--- src/rtl/load_store_unit.sv ---
// load_store_unit
// Data-memory stage that sits behind the ALU. It takes the ALU result as the
// byte address and rs2 as store data. It runs one req/ack transaction on the
// data bus and holds the core stalled until that transaction finishes. When
// the access retires it returns extended load data, or flags a misaligned,
// illegal, bus-error or timed-out access.
//
// Ports
//   clk, rst_n        clock, asynchronous active-low reset
//   mem_rd, mem_wr    load / store in execute
//   funct3            size/sign: 000 B, 001 H, 010 W, 100 BU, 101 HU
//   addr, wdata       effective byte address, store data
//   stall             freeze PC / regfile write while high (combinational)
//   load_data         extended load result, held until the next good load
//   misalign, fault   one-cycle pulses, valid in DONE only
//   fault_cause       01 bus_err, 10 timeout, 11 illegal, 00 otherwise
//   bus_req/we/addr/be/wdata   outbound transaction, stable until ack
//   bus_ack/rdata/err          inbound completion
module load_store_unit #(
   parameter int TIMEOUT = 16
) (
   input  logic        clk,
   input  logic        rst_n,
   input  logic        mem_rd,
   input  logic        mem_wr,
   input  logic [2:0]  funct3,
   input  logic [31:0] addr,
   input  logic [31:0] wdata,
   output logic        stall,
   output logic [31:0] load_data,
   output logic        misalign,
   output logic        fault,
   output logic [1:0]  fault_cause,
   output logic        bus_req,
   output logic        bus_we,
   output logic [31:0] bus_addr,
   output logic [3:0]  bus_be,
   output logic [31:0] bus_wdata,
   input  logic        bus_ack,
   input  logic [31:0] bus_rdata,
   input  logic        bus_err
);

   localparam int               CNT_W    = $clog2(TIMEOUT + 1);
   localparam logic [CNT_W-1:0] CNT_LAST = CNT_W'(TIMEOUT - 1);

   localparam logic [1:0] CAUSE_NONE = 2'b00;
   localparam logic [1:0] CAUSE_BUS  = 2'b01;
   localparam logic [1:0] CAUSE_TMO  = 2'b10;
   localparam logic [1:0] CAUSE_ILL  = 2'b11;

   typedef enum logic [1:0] {S_IDLE, S_BUS, S_DONE} state_t;

   state_t            state_q, state_d;
   logic              bus_req_q, bus_req_d;
   logic              bus_we_q, bus_we_d;
   logic [31:0]       bus_addr_q, bus_addr_d;
   logic [3:0]        bus_be_q, bus_be_d;
   logic [31:0]       bus_wdata_q, bus_wdata_d;
   logic [2:0]        f3_q, f3_d;
   logic [1:0]        off_q, off_d;
   logic [CNT_W-1:0]  cnt_q, cnt_d;
   logic [31:0]       load_data_q, load_data_d;
   logic              misalign_q, misalign_d;
   logic              fault_q, fault_d;
   logic [1:0]        cause_q, cause_d;

   logic              start;
   logic              illegal;
   logic              misal;
   logic [1:0]        off;
   logic [3:0]        st_be;
   logic [31:0]       st_wdata;
   logic [7:0]        rd_b;
   logic [15:0]       rd_h;
   logic [31:0]       ld_ext;

   assign off   = addr[1:0];
   assign start = (state_q == S_IDLE) && (mem_rd || mem_wr);

   // Access classification. Stores have no unsigned variants, so BU/HU
   // encodings are illegal on a store.
   always_comb begin
      illegal = 1'b0;
      if (mem_rd && mem_wr)
         illegal = 1'b1;
      else if (mem_wr)
         illegal = funct3[2] || (funct3[1:0] == 2'b11);
      else
         illegal = (funct3 == 3'b011) || (funct3 == 3'b110) || (funct3 == 3'b111);
      misal = ((funct3[1:0] == 2'b01) && off[0]) ||
              ((funct3[1:0] == 2'b10) && (off != 2'b00));
   end

   // Lane steering: enables select the addressed bytes and the data is
   // replicated so every enabled lane sees the right value.
   always_comb begin
      st_be    = 4'b1111;
      st_wdata = wdata;
      case (funct3[1:0])
         2'b00: begin
            st_be    = 4'b0001 << off;
            st_wdata = {4{wdata[7:0]}};
         end
         2'b01: begin
            st_be    = 4'b0011 << off;
            st_wdata = {2{wdata[15:0]}};
         end
         default: ;
      endcase
   end

   // Load extraction uses the offset latched at launch, not the live addr.
   // Offset 3 cannot reach the halfword path (filtered as misaligned).
   always_comb begin
      rd_b = bus_rdata[7:0];
      rd_h = bus_rdata[15:0];
      case (off_q)
         2'd1: begin rd_b = bus_rdata[15:8];  rd_h = bus_rdata[23:8];  end
         2'd2: begin rd_b = bus_rdata[23:16]; rd_h = bus_rdata[31:16]; end
         2'd3: begin rd_b = bus_rdata[31:24]; rd_h = bus_rdata[31:16]; end
         default: ;
      endcase
      case (f3_q)
         3'b000:  ld_ext = {{24{rd_b[7]}}, rd_b};
         3'b100:  ld_ext = {24'h0, rd_b};
         3'b001:  ld_ext = {{16{rd_h[15]}}, rd_h};
         3'b101:  ld_ext = {16'h0, rd_h};
         default: ld_ext = bus_rdata;
      endcase
   end

   always_comb begin
      state_d     = state_q;
      bus_req_d   = bus_req_q;
      bus_we_d    = bus_we_q;
      bus_addr_d  = bus_addr_q;
      bus_be_d    = bus_be_q;
      bus_wdata_d = bus_wdata_q;
      f3_d        = f3_q;
      off_d       = off_q;
      cnt_d       = cnt_q;
      load_data_d = load_data_q;
      misalign_d  = 1'b0;
      fault_d     = 1'b0;
      cause_d     = CAUSE_NONE;
      stall       = 1'b0;
      case (state_q)
         S_IDLE: begin
            if (start) begin
               stall = 1'b1;
               cnt_d = '0;
               if (illegal) begin
                  state_d = S_DONE;
                  fault_d = 1'b1;
                  cause_d = CAUSE_ILL;
               end else if (misal) begin
                  state_d    = S_DONE;
                  misalign_d = 1'b1;
               end else begin
                  state_d     = S_BUS;
                  bus_req_d   = 1'b1;
                  bus_we_d    = mem_wr;
                  bus_addr_d  = {addr[31:2], 2'b00};
                  bus_be_d    = st_be;
                  bus_wdata_d = st_wdata;
                  f3_d        = funct3;
                  off_d       = off;
               end
            end
         end
         S_BUS: begin
            stall = 1'b1;
            // Ack wins over a coincident timeout.
            if (bus_ack) begin
               bus_req_d = 1'b0;
               state_d   = S_DONE;
               if (bus_err) begin
                  fault_d = 1'b1;
                  cause_d = CAUSE_BUS;
               end else if (!bus_we_q) begin
                  load_data_d = ld_ext;
               end
            end else if (cnt_q == CNT_LAST) begin
               bus_req_d = 1'b0;
               state_d   = S_DONE;
               fault_d   = 1'b1;
               cause_d   = CAUSE_TMO;
            end else begin
               cnt_d = cnt_q + CNT_W'(1);
            end
         end
         // Retire cycle: request inputs are ignored so the still-present
         // instruction is not relaunched.
         S_DONE:  state_d = S_IDLE;
         default: state_d = S_IDLE;
      endcase
   end

   always_ff @(posedge clk or negedge rst_n) begin
      if (!rst_n) begin
         state_q     <= S_IDLE;
         bus_req_q   <= 1'b0;
         bus_we_q    <= 1'b0;
         bus_addr_q  <= '0;
         bus_be_q    <= '0;
         bus_wdata_q <= '0;
         f3_q        <= '0;
         off_q       <= '0;
         cnt_q       <= '0;
         load_data_q <= '0;
         misalign_q  <= 1'b0;
         fault_q     <= 1'b0;
         cause_q     <= CAUSE_NONE;
      end else begin
         state_q     <= state_d;
         bus_req_q   <= bus_req_d;
         bus_we_q    <= bus_we_d;
         bus_addr_q  <= bus_addr_d;
         bus_be_q    <= bus_be_d;
         bus_wdata_q <= bus_wdata_d;
         f3_q        <= f3_d;
         off_q       <= off_d;
         cnt_q       <= cnt_d;
         load_data_q <= load_data_d;
         misalign_q  <= misalign_d;
         fault_q     <= fault_d;
         cause_q     <= cause_d;
      end
   end

   assign load_data   = load_data_q;
   assign misalign    = misalign_q;
   assign fault       = fault_q;
   assign fault_cause = cause_q;
   assign bus_req     = bus_req_q;
   assign bus_we      = bus_we_q;
   assign bus_addr    = bus_addr_q;
   assign bus_be      = bus_be_q;
   assign bus_wdata   = bus_wdata_q;

endmodule
--- config.mk ---
export PLATFORM = sky130hd
export DESIGN_NAME = load_store_unit
export DESIGN_NICKNAME = d
export VERILOG_FILES = /design/src/rtl/load_store_unit.sv
export SDC_FILE = /design/constraint.sdc
export NUM_CORES = 1
export LEC_CHECK = 0
export BUFFER_PORTS_ARGS = -buffer_cell sky130_fd_sc_hd__clkbuf_2
export CAP_MARGIN = 20
export CORE_UTILIZATION = 54
export CTS_BUF_LIST = sky130_fd_sc_hd__clkbuf_16
export CTS_CLUSTER_SIZE = 14
export DETAILED_ROUTE_END_ITERATION = 7
export GPL_TIMING_DRIVEN = 0
export PLACE_DENSITY = 0.95
export SYNTH_ARGS = -nofsm -noshare
export SYNTH_HDL_FRONTEND = slang
export SYNTH_SLANG_ARGS = --single-unit
export TNS_END_PERCENT = 50
--- constraint.sdc ---
create_clock -name clk -period 3 [get_ports clk]
set_input_delay 0.9 -clock clk [delete_from_list [all_inputs] [get_ports clk]]
set_output_delay 0.9 -clock clk [all_outputs]
set_load 0.02 [all_outputs]
==> key figures, run 1 <==
Critical path
  • WS Path Type: input pin to output port
  • CP delay by family, top: buffers and inverters
  • Worst-case reg-to-reg path depth: 7
  • Slack of the worst reg-to-reg path: 0.90 ns
  • Most frequent CP cell: clkbuf_2
  • R2R Path Start: cnt_q[0]$_DFFE_PN0P_
  • CP Buf/Inv Count: 2
  • Crit-path cells: clkbuf_2 -> nor2_1 -> a21oi_1 -> clkbuf_2
  • CP Launch Type: input pin
  • WP data arrival: 1.48 ns
  • Worst reg2reg endpoint: cnt_q[3]$_DFFE_PN0P_
  • CP max-delay cell: clkbuf_2
  • Req. time, crit path: ~2.1 ns
  • Worst setup EP type: output port
  • Crit-path max FO: 5
  • Worst path max stage delay: 0.19 ns
  • Worst Setup SP: mem_wr

Route
  • Vias: 4817
  • Vias per Instance: 5.73
  • Antenna Nets Post-Route: 0
  • Routed len/inst: slightly below 20 microns
  • Final WL: 16200 microns
  • Drc violations: 0
  • Initial drt markers: 323
  • Pre-antenna DRT Iters: 5

GRT
  • Global-route wire length before repair: 25700 microns
  • Largest net degree at the start of global routing: 117
  • Vias in the first global route: 5126
  • Congestion Overflow GR: 0
  • Initial antenna violation count: 0
  • Gr usage total: 0.300

Worst hold path
  • Worst hold start: cnt_q[4]$_DFFE_PN0P_
  • Hold Crit Depth: 2
  • Min-Delay Path Class: flop to flop
  • WHS Endpoint: cnt_q[4]$_DFFE_PN0P_

Clock network
  • CTS Buf Count: 17
  • Clk buf depth: 2
  • H-tree depth: 4
  • Post-CTS setup buffer count: 0
  • CTS tree: done
  • Latest clock arrival within the worst-skew pair: 0.40 ns
  • Root Driver: clkbuf_16
  • Post-CTS Hold Buffers: 0
  • Cts repair resizes: 0
  • Clk sinks: 116
  • Clock-pin slew on the worst setup and hold paths: 0.05 ns

Logic synthesis
  • Top-count cell post-synth: dfrtp_1
  • XOR/XNOR share of the synthesized area: 0.00150
  • Synth Area in Simple Gates: 0.100
  • FFs w/ async S/R, synth: 1.00
  • Post-synthesis cell count: approximately 460
  • Cell area after synthesis: 5840 sq um
  • Unique cell type count in the Yosys netlist: 47
  • Synth top area cells: dfrtp_1 50%, mux2_4 18%, nand2_1 3.7%
  • Seq cells post-synth: 116
  • Yosys Warn Count: 0
  • Post-synth EDFFs: 0
  • Top_reg_cell synth: dfrtp_1
  • Post-Synth Adder-Cell Area: 0.00429
  • Post-synthesis mux area share: 0.242
  • Yosys top cell area share: 0.497
  • Average cell area after synthesis: 12.6 sq um
  • Post-synthesis compound-gate area fraction: 0.105
  • Largest family of logic cells by synthesized area: multiplexers
  • Post-synth top area cell: dfrtp_1
  • Synth top cells by count: 116 x dfrtp_1, 69 x mux2_4, 57 x nand2_1
  • Sequential share of the synthesized area: 0.497

STA
  • Final hold vios: 0
  • RSZ-0062 raised after global routing: no
  • Worst slew pin tran: 0.959 ns
  • Post-layout min period: approximately 2.4 ns
  • Skew final: around 0.0067 ns
  • Tcrit/Tclk final: 0.792
  • Setup TNS: 0 ns
  • Max Fclk: 421 MHz
  • Final setup fails: 0
  • Max-slew headroom: 0.355
  • Minimum hold slack: 0.481 ns
  • Pins Over Slew Limit: 0

Placement
  • DP Wirelength: 11700 microns
  • GP Congestion: 0.915
  • I/O Buffers: ~210

Floorplan
  • Starting density of the core: 0.561
  • Boundary pin count: 212
  • Die Span X: 106 microns
  • Core area: 10400 sq um
  • Row count: 37
  • Die area: 11200 sq um
  • Die H: 106 microns

Layout
  • NumNets Final: 799
  • Filler cells: 718
  • FF+latch area: roughly 2900 sq um
  • Share of layout cells above drive strength 1: 0.501
  • ANT cells: 0
  • Multi-input logic area: 2650 sq um
  • Area Overhead vs Synth: 30.7%

Job
  • Max Cap Viol: 0

Power and ir drop
  • PD cells: 1100 nW/um^2
  • Peak VDD IR: between 0.6 and 0.7 mV
  • P_leak: around 3.9 nW

Outcome
  • Status: complete, no violations
report_power, final:
| part | internal [mW] | total, mW | switching [mW] |
|---|---|---|---|
| clock network | 1.28 | 1.98 | 0.699 |
| registers | 2.29 | 2.78 | 0.485 |
| logic | 1.59 | 3.65 | 2.06 |
cell type report:
class                           count  share of cell area
Buffer                             31              0.0346
Clock buffer                       17              0.0557
Clock inverter                     14              0.0190
Inverter                            6             0.00295
Multi-Input combinational cell    312               0.348
Sequential cell                   116               0.380
Tap cell                          136              0.0223
Timing Repair Buffer              208               0.138
layout by cell type, fill, tap and decap left out, types with 4 or more instances in the layout:
cell type / Yosys / final
nand2b_1: 4 / 4
nand3_1: 24 / 24
a22oi_1: 9 / 9
o21ai_0: 24 / 24
nor2_1: 9 / 9
mux2_4: 69 / 69
o211ai_1: 9 / 9
nor2b_1: 4 / 4
nand2_1: 57 / 57
a222oi_1: 8 / 8
clkbuf_2: 0 / 207
clkbuf_16: 0 / 17
nand3_2: 10 / 10
clkinv_2: 0 / 4
clkinv_1: 0 / 4
clkbuf_1: 12 / 12
buf_12: 7 / 7
mux2i_1: 15 / 15
mux2_2: 17 / 17
buf_2: 6 / 6
dfrtp_1: 116 / 116
inv_1: 6 / 7
o21ai_1: 13 / 13
a22o_1: 7 / 7
worst max path at each step:
stage                                end  slack [ns]  cells after the start
2_1_floorplan   bus_addr[10]$_DFFE_PN0P_        0.72                      6
3_3_place_gp    bus_addr[24]$_DFFE_PN0P_       -0.51                      1
3_5_place_dp   bus_wdata[11]$_DFFE_PN0P_        0.47                      6
4_1_cts                            stall        0.62                      4
5_1_grt                            stall        0.62                      4
6_report                           stall        0.62                      4
worst register-to-register path, delay by kind of cell, from the launching register on:
kind | cells | cell delay (ns)
compound gates | 2 | 0.37
fa+ha+maj | 2 | 0.44
simple gates | 3 | 0.81
flops | 1 | 0.41
state kept, by name (all words and copies together) (netlist names):
| register | count |
|---|---|
| f3_q | 3 |
| state_q | 2 |
| bus_we | 1 |
| cnt_q | 5 |
| load_data | 32 |
| bus_wdata | 32 |
| fault_cause | 2 |
| bus_be | 4 |
| misalign | 1 |
| bus_addr | 30 |
| off_q | 2 |
| bus_req | 1 |
| fault | 1 |
through the flow:
step                instance area [sq um]  worst slack [ns]   util  cells  power [mW]
floorplan                            5840             0.719      -    465        5.15
global placement                     7050            -0.507  0.677    809        6.23
detailed placement                   7060             0.466  0.678    809        6.40
CTS                                  7630             0.623  0.733    840        8.43
global route                         7630             0.617  0.733    840        8.78
finish                               7630             0.625  0.733    840        8.41
cells by family after synthesis:
family,Yosys count
adders and majority gates,2
and+or+nand+nor,117
buffers and inverters,37
AOI/OAI and AO/OA,86
xor gates and xnor gates,1
muxes,104
DFF,116
other,1
metal layers:
layer | share of wire | wire [microns] | GRT usage
met1 | 0.39 | 6410 | 0.361
met4 | 0.029 | 478 | 0.131
met5 | 0 | 0 | 0
met3 | 0.065 | 1060 | 0.0681
met2 | 0.51 | 8300 | 0.514
Power figures use the tool's default switching activity.
==> inputs of run 2 (changes only) <==
Settings changed: ABC_AREA set to 1, CORE_UTILIZATION 54 to 50, PLACE_DENSITY 0.95 to 0.9.
Clock period 3 ns to 2.41 ns, I/O delays scaled along.
==> run 2 against run 1 <==
  * Combinational power is 28% higher
  * Count of clock-buffer cells in the layout did not move
  * Non-clock buffer count up 16
  * Utilization shrank 6.0 points
  * Synthesized cell count up 67%
  * Area after synthesis increased by 0.75%
  * Power up 24%
  * Sequential power is 22% higher
  * Critical path depth is the same
  * Final cell count up 38%
  * Worst setup slack got worse by 0.34 ns
  * First-iteration DRC count grew 55%
==> key figures, run 2 <==
Outcome
  • Status: complete, no violations (unchanged)

STA
  • Max-slew headroom: 0.385 (was 0.355)
  • Minimum hold slack: 0.405 ns (was 0.481 ns)
  • Post-layout min period: ~2.1 ns
  • Final hold vios: 0 (unchanged)
  • RSZ-0062 raised after global routing: no (unchanged)
  • Setup TNS: 0 ns (unchanged)
  • Worst slew pin tran: 0.922 ns (was 0.959 ns)
  • Final setup fails: 0 (unchanged)
  • Skew final: 0.0128 ns (was 0.00669 ns)
  • Pins Over Slew Limit: 0 (unchanged)
  • Tcrit/Tclk final: 0.883
  • Max Fclk: between 400 and 500 MHz

Critical path
  • WP data arrival: 1.40 ns (was 1.48 ns)
  • WS Path Type: flop to output port (was input pin to output port)
  • Req. time, crit path: 1.69 ns (was 2.10 ns)
  • CP Launch Type: flop (was input pin)
  • Worst setup EP type: output port (unchanged)
  • Crit-path max FO: 3 (was 5)

Logic synthesis
  • Average cell area after synthesis: 7.57 sq um (was 12.6 sq um)
  • Post-synth EDFFs: 0 (unchanged)
  • Post-synth top area cell: dfrtp_1 (unchanged)
  • Top-count cell post-synth: nand2_1 (was dfrtp_1)
  • Yosys Warn Count: 0 (unchanged)
  • Sequential share of the synthesized area: 0.493 (was 0.497)
  • FFs w/ async S/R, synth: 1.00 (unchanged)
  • Yosys top cell area share: 0.493 (was 0.497)
  • Synth top cells by count: 272 x nand2_1, 116 x dfrtp_1, 103 x nand3_1 (was 116 x dfrtp_1, 69 x mux2_4, 57 x nand2_1)
  • Cell area after synthesis: 5880 sq um (was 5840 sq um)
  • Unique cell type count in the Yosys netlist: 28 (was 47)
  • Top_reg_cell synth: dfrtp_1 (unchanged)
  • Synth top area cells: dfrtp_1 49%, nand2_1 17%, nand3_1 8.8% (was dfrtp_1 50%, mux2_4 18%, nand2_1 3.7%)
  • Seq cells post-synth: 116 (unchanged)
  • Post-synthesis cell count: 777 (was 464)

Floorplan
  • Starting density of the core: 0.515 (was 0.561)
  • Core area: 11400 sq um (was 10400 sq um)
  • Die H: 110 microns (was 106 microns)
  • Die Span X: 110 microns (was 106 microns)
  • Row count: 39 (was 37)
  • Die area: 12200 sq um (was 11200 sq um)
  • Boundary pin count: 212 (unchanged)

Clock network
  • Cts repair resizes: 0 (unchanged)
  • Clock-pin slew on the worst setup and hold paths: 0.06 ns (was 0.05 ns)
  • Root Driver: clkbuf_16 (unchanged)
  • Clk sinks: 116 (unchanged)
  • CTS Buf Count: 17 (unchanged)
  • CTS tree: done (unchanged)
  • H-tree depth: 4 (unchanged)
  • Post-CTS setup buffer count: 0 (unchanged)
  • Latest clock arrival within the worst-skew pair: 0.41 ns (was 0.40 ns)
  • Post-CTS Hold Buffers: 0 (unchanged)
  • Clk buf depth: 2 (unchanged)

Worst hold path
  • Min-Delay Path Class: input pin to asynchronous set/reset pin (was flop to flop)

Route
  • Antenna Nets Post-Route: 0 (unchanged)
  • Vias per Instance: 5.31 (was 5.73)
  • Initial drt markers: 500 (was 323)
  • Final WL: 17400 microns (was 16200 microns)
  • Vias: 6169 (was 4817)
  • Routed len/inst: 15.0 microns (was 19.3 microns)
  • Drc violations: 0 (unchanged)
  • Pre-antenna DRT Iters: 5 (unchanged)

Placement
  • Post-Place Cells: 1130 (was 809)
  • I/O Buffers: 209 (was 208)
  • Area after DPL: 7120 sq um (was 7060 sq um)
  • GP Congestion: 0.921 (was 0.915)
  • DP Wirelength: 12900 microns (was 11700 microns)

Layout
  • Post-Layout Cell Count: 1162 (was 840)
  • Area Overhead vs Synth: 30.5% (was 30.7%)
  • NumNets Final: 1113 (was 799)
  • Most common cell after layout, fill and taps aside: nand2_1 (was clkbuf_2)
  • Share of layout cells above drive strength 1: 0.298 (was 0.501)
  • Fin area: 7680 sq um (was 7630 sq um)
  • ANT cells: 0 (unchanged)
  • Most frequent cells in the layout: 272 x nand2_1, 208 x clkbuf_2, 116 x dfrtp_1, 103 x nand3_1, 49 x inv_1 (was 207 x clkbuf_2, 116 x dfrtp_1, 69 x mux2_4, 57 x nand2_1)

Power and ir drop
  • Combinational power share: 0.448 (was 0.434)
  • Switch Pwr: 4.63 mW (was 3.25 mW)
  • PD cells: 1360 nW/um^2 (was 1100 nW/um^2)
  • Internal power: 5.79 mW (was 5.16 mW)
  • Seq pwr share: 0.326 (was 0.331)
  • P_leak: 4.40 nW (was 3.92 nW)
  • Switching share of power: 0.445 (was 0.386)
  • Peak VDD IR: 0.776 mV (was 0.626 mV)
  • Clock Power Share: 0.226 (was 0.235)
  • Total power draw: 10.4 mW (was 8.41 mW)

GRT
  • Vias in the first global route: 5984 (was 5126)
  • Congestion Overflow GR: 0 (unchanged)
  • Largest net degree at the start of global routing: 117 (unchanged)
  • Initial antenna violation count: 0 (unchanged)
  • Gr usage total: 0.294 (was 0.300)
  • Global-route wire length before repair: 28200 microns (was 25700 microns)

Job
  • Max Cap Viol: 0 (unchanged)
[run 2: cell count changes after synthesis, sizes merged, moves of 17 or more]
cell	delta
nor2	+37
nand3	+69
nand2	+218
mux2	-89
buf	+17
a21oi	+45
inv	+49
[run 2: layer usage]
metal | routed length (microns) | vias up | track usage
met5 | 0 | - | 0
met3 | 1670 | 51 | 0.0862
met4 | 588 | 0 | 0.151
met1 | 6880 | 2809 | 0.352
met2 | 8300 | 357 | 0.480
li1 | - | 2952 | -
[run 2: through the flow]
step,setup slack [ns],util
after floorplan,0.650,-
after global placement,-1.03,0.623
after detailed placement,0.279,0.624
after CTS,0.260,0.672
after global routing,0.172,0.672
final,0.282,0.672
[run 2: kinds of logic after synthesis]
kind of cell    count (synthesis)  synth area share
fa+ha+maj                       2           0.00425
simple gates                  443             0.316
flops                         116             0.493
buf+inv                       102            0.0804
other cells                     1          0.000637
compound gates                113             0.105
[run 2: path summary, 6_finish.rpt]
check                                         start                        to  depth (start not counted)  slack, ns
max reg2reg                  state_q[1]$_DFFE_PN0P_  load_data[7]$_DFFE_PN0P_                          7       0.67
min in group clk           bus_addr[31]$_DFFE_PN0P_  bus_addr[31]$_DFFE_PN0P_                          2       0.47
min reg2reg                bus_addr[31]$_DFFE_PN0P_  bus_addr[31]$_DFFE_PN0P_                          2       0.47
max                          state_q[1]$_DFFE_PN0P_                     stall                          4       0.28
min                                           rst_n  load_data[5]$_DFFE_PN0P_                          1       0.40
max in group asynchronous                     rst_n    state_q[0]$_DFFE_PN0P_                          1       1.34
[run 2: power by group through the flow]
stage / Sequential [mW] / Clock (mW) / Combinational (mW)
finish: 3.40 / 2.35 / 4.67
global route: 3.49 / 2.49 / 5.13
CTS: 3.39 / 2.38 / 4.67
detailed placement: 3.40 / 0 / 4.66
global placement: 3.39 / 0 / 4.56
floorplan: 4.37 / 0 / 2.04
[run 2: final cells by class]
| cell class | count | area (sq um) |
|---|---|---|
| fillers | 940 | 3740 |
| well taps | 143 | 179 |
| repair buffers | 209 | 1050 |
| plain buffers | 46 | 263 |
| inverters | 56 | 210 |
| clock buffers | 17 | 425 |
| flip-flops and latches | 116 | 2900 |
| multi-input cells | 560 | 2510 |
| clock inverters | 15 | 133 |
[run 2: critical path, cell delays in order (launching register included)]
cell      delay [ns]
dfrtp_1         0.40
nor2_1          0.18
nand2_1         0.12
nand2_1         0.11
clkbuf_2        0.18
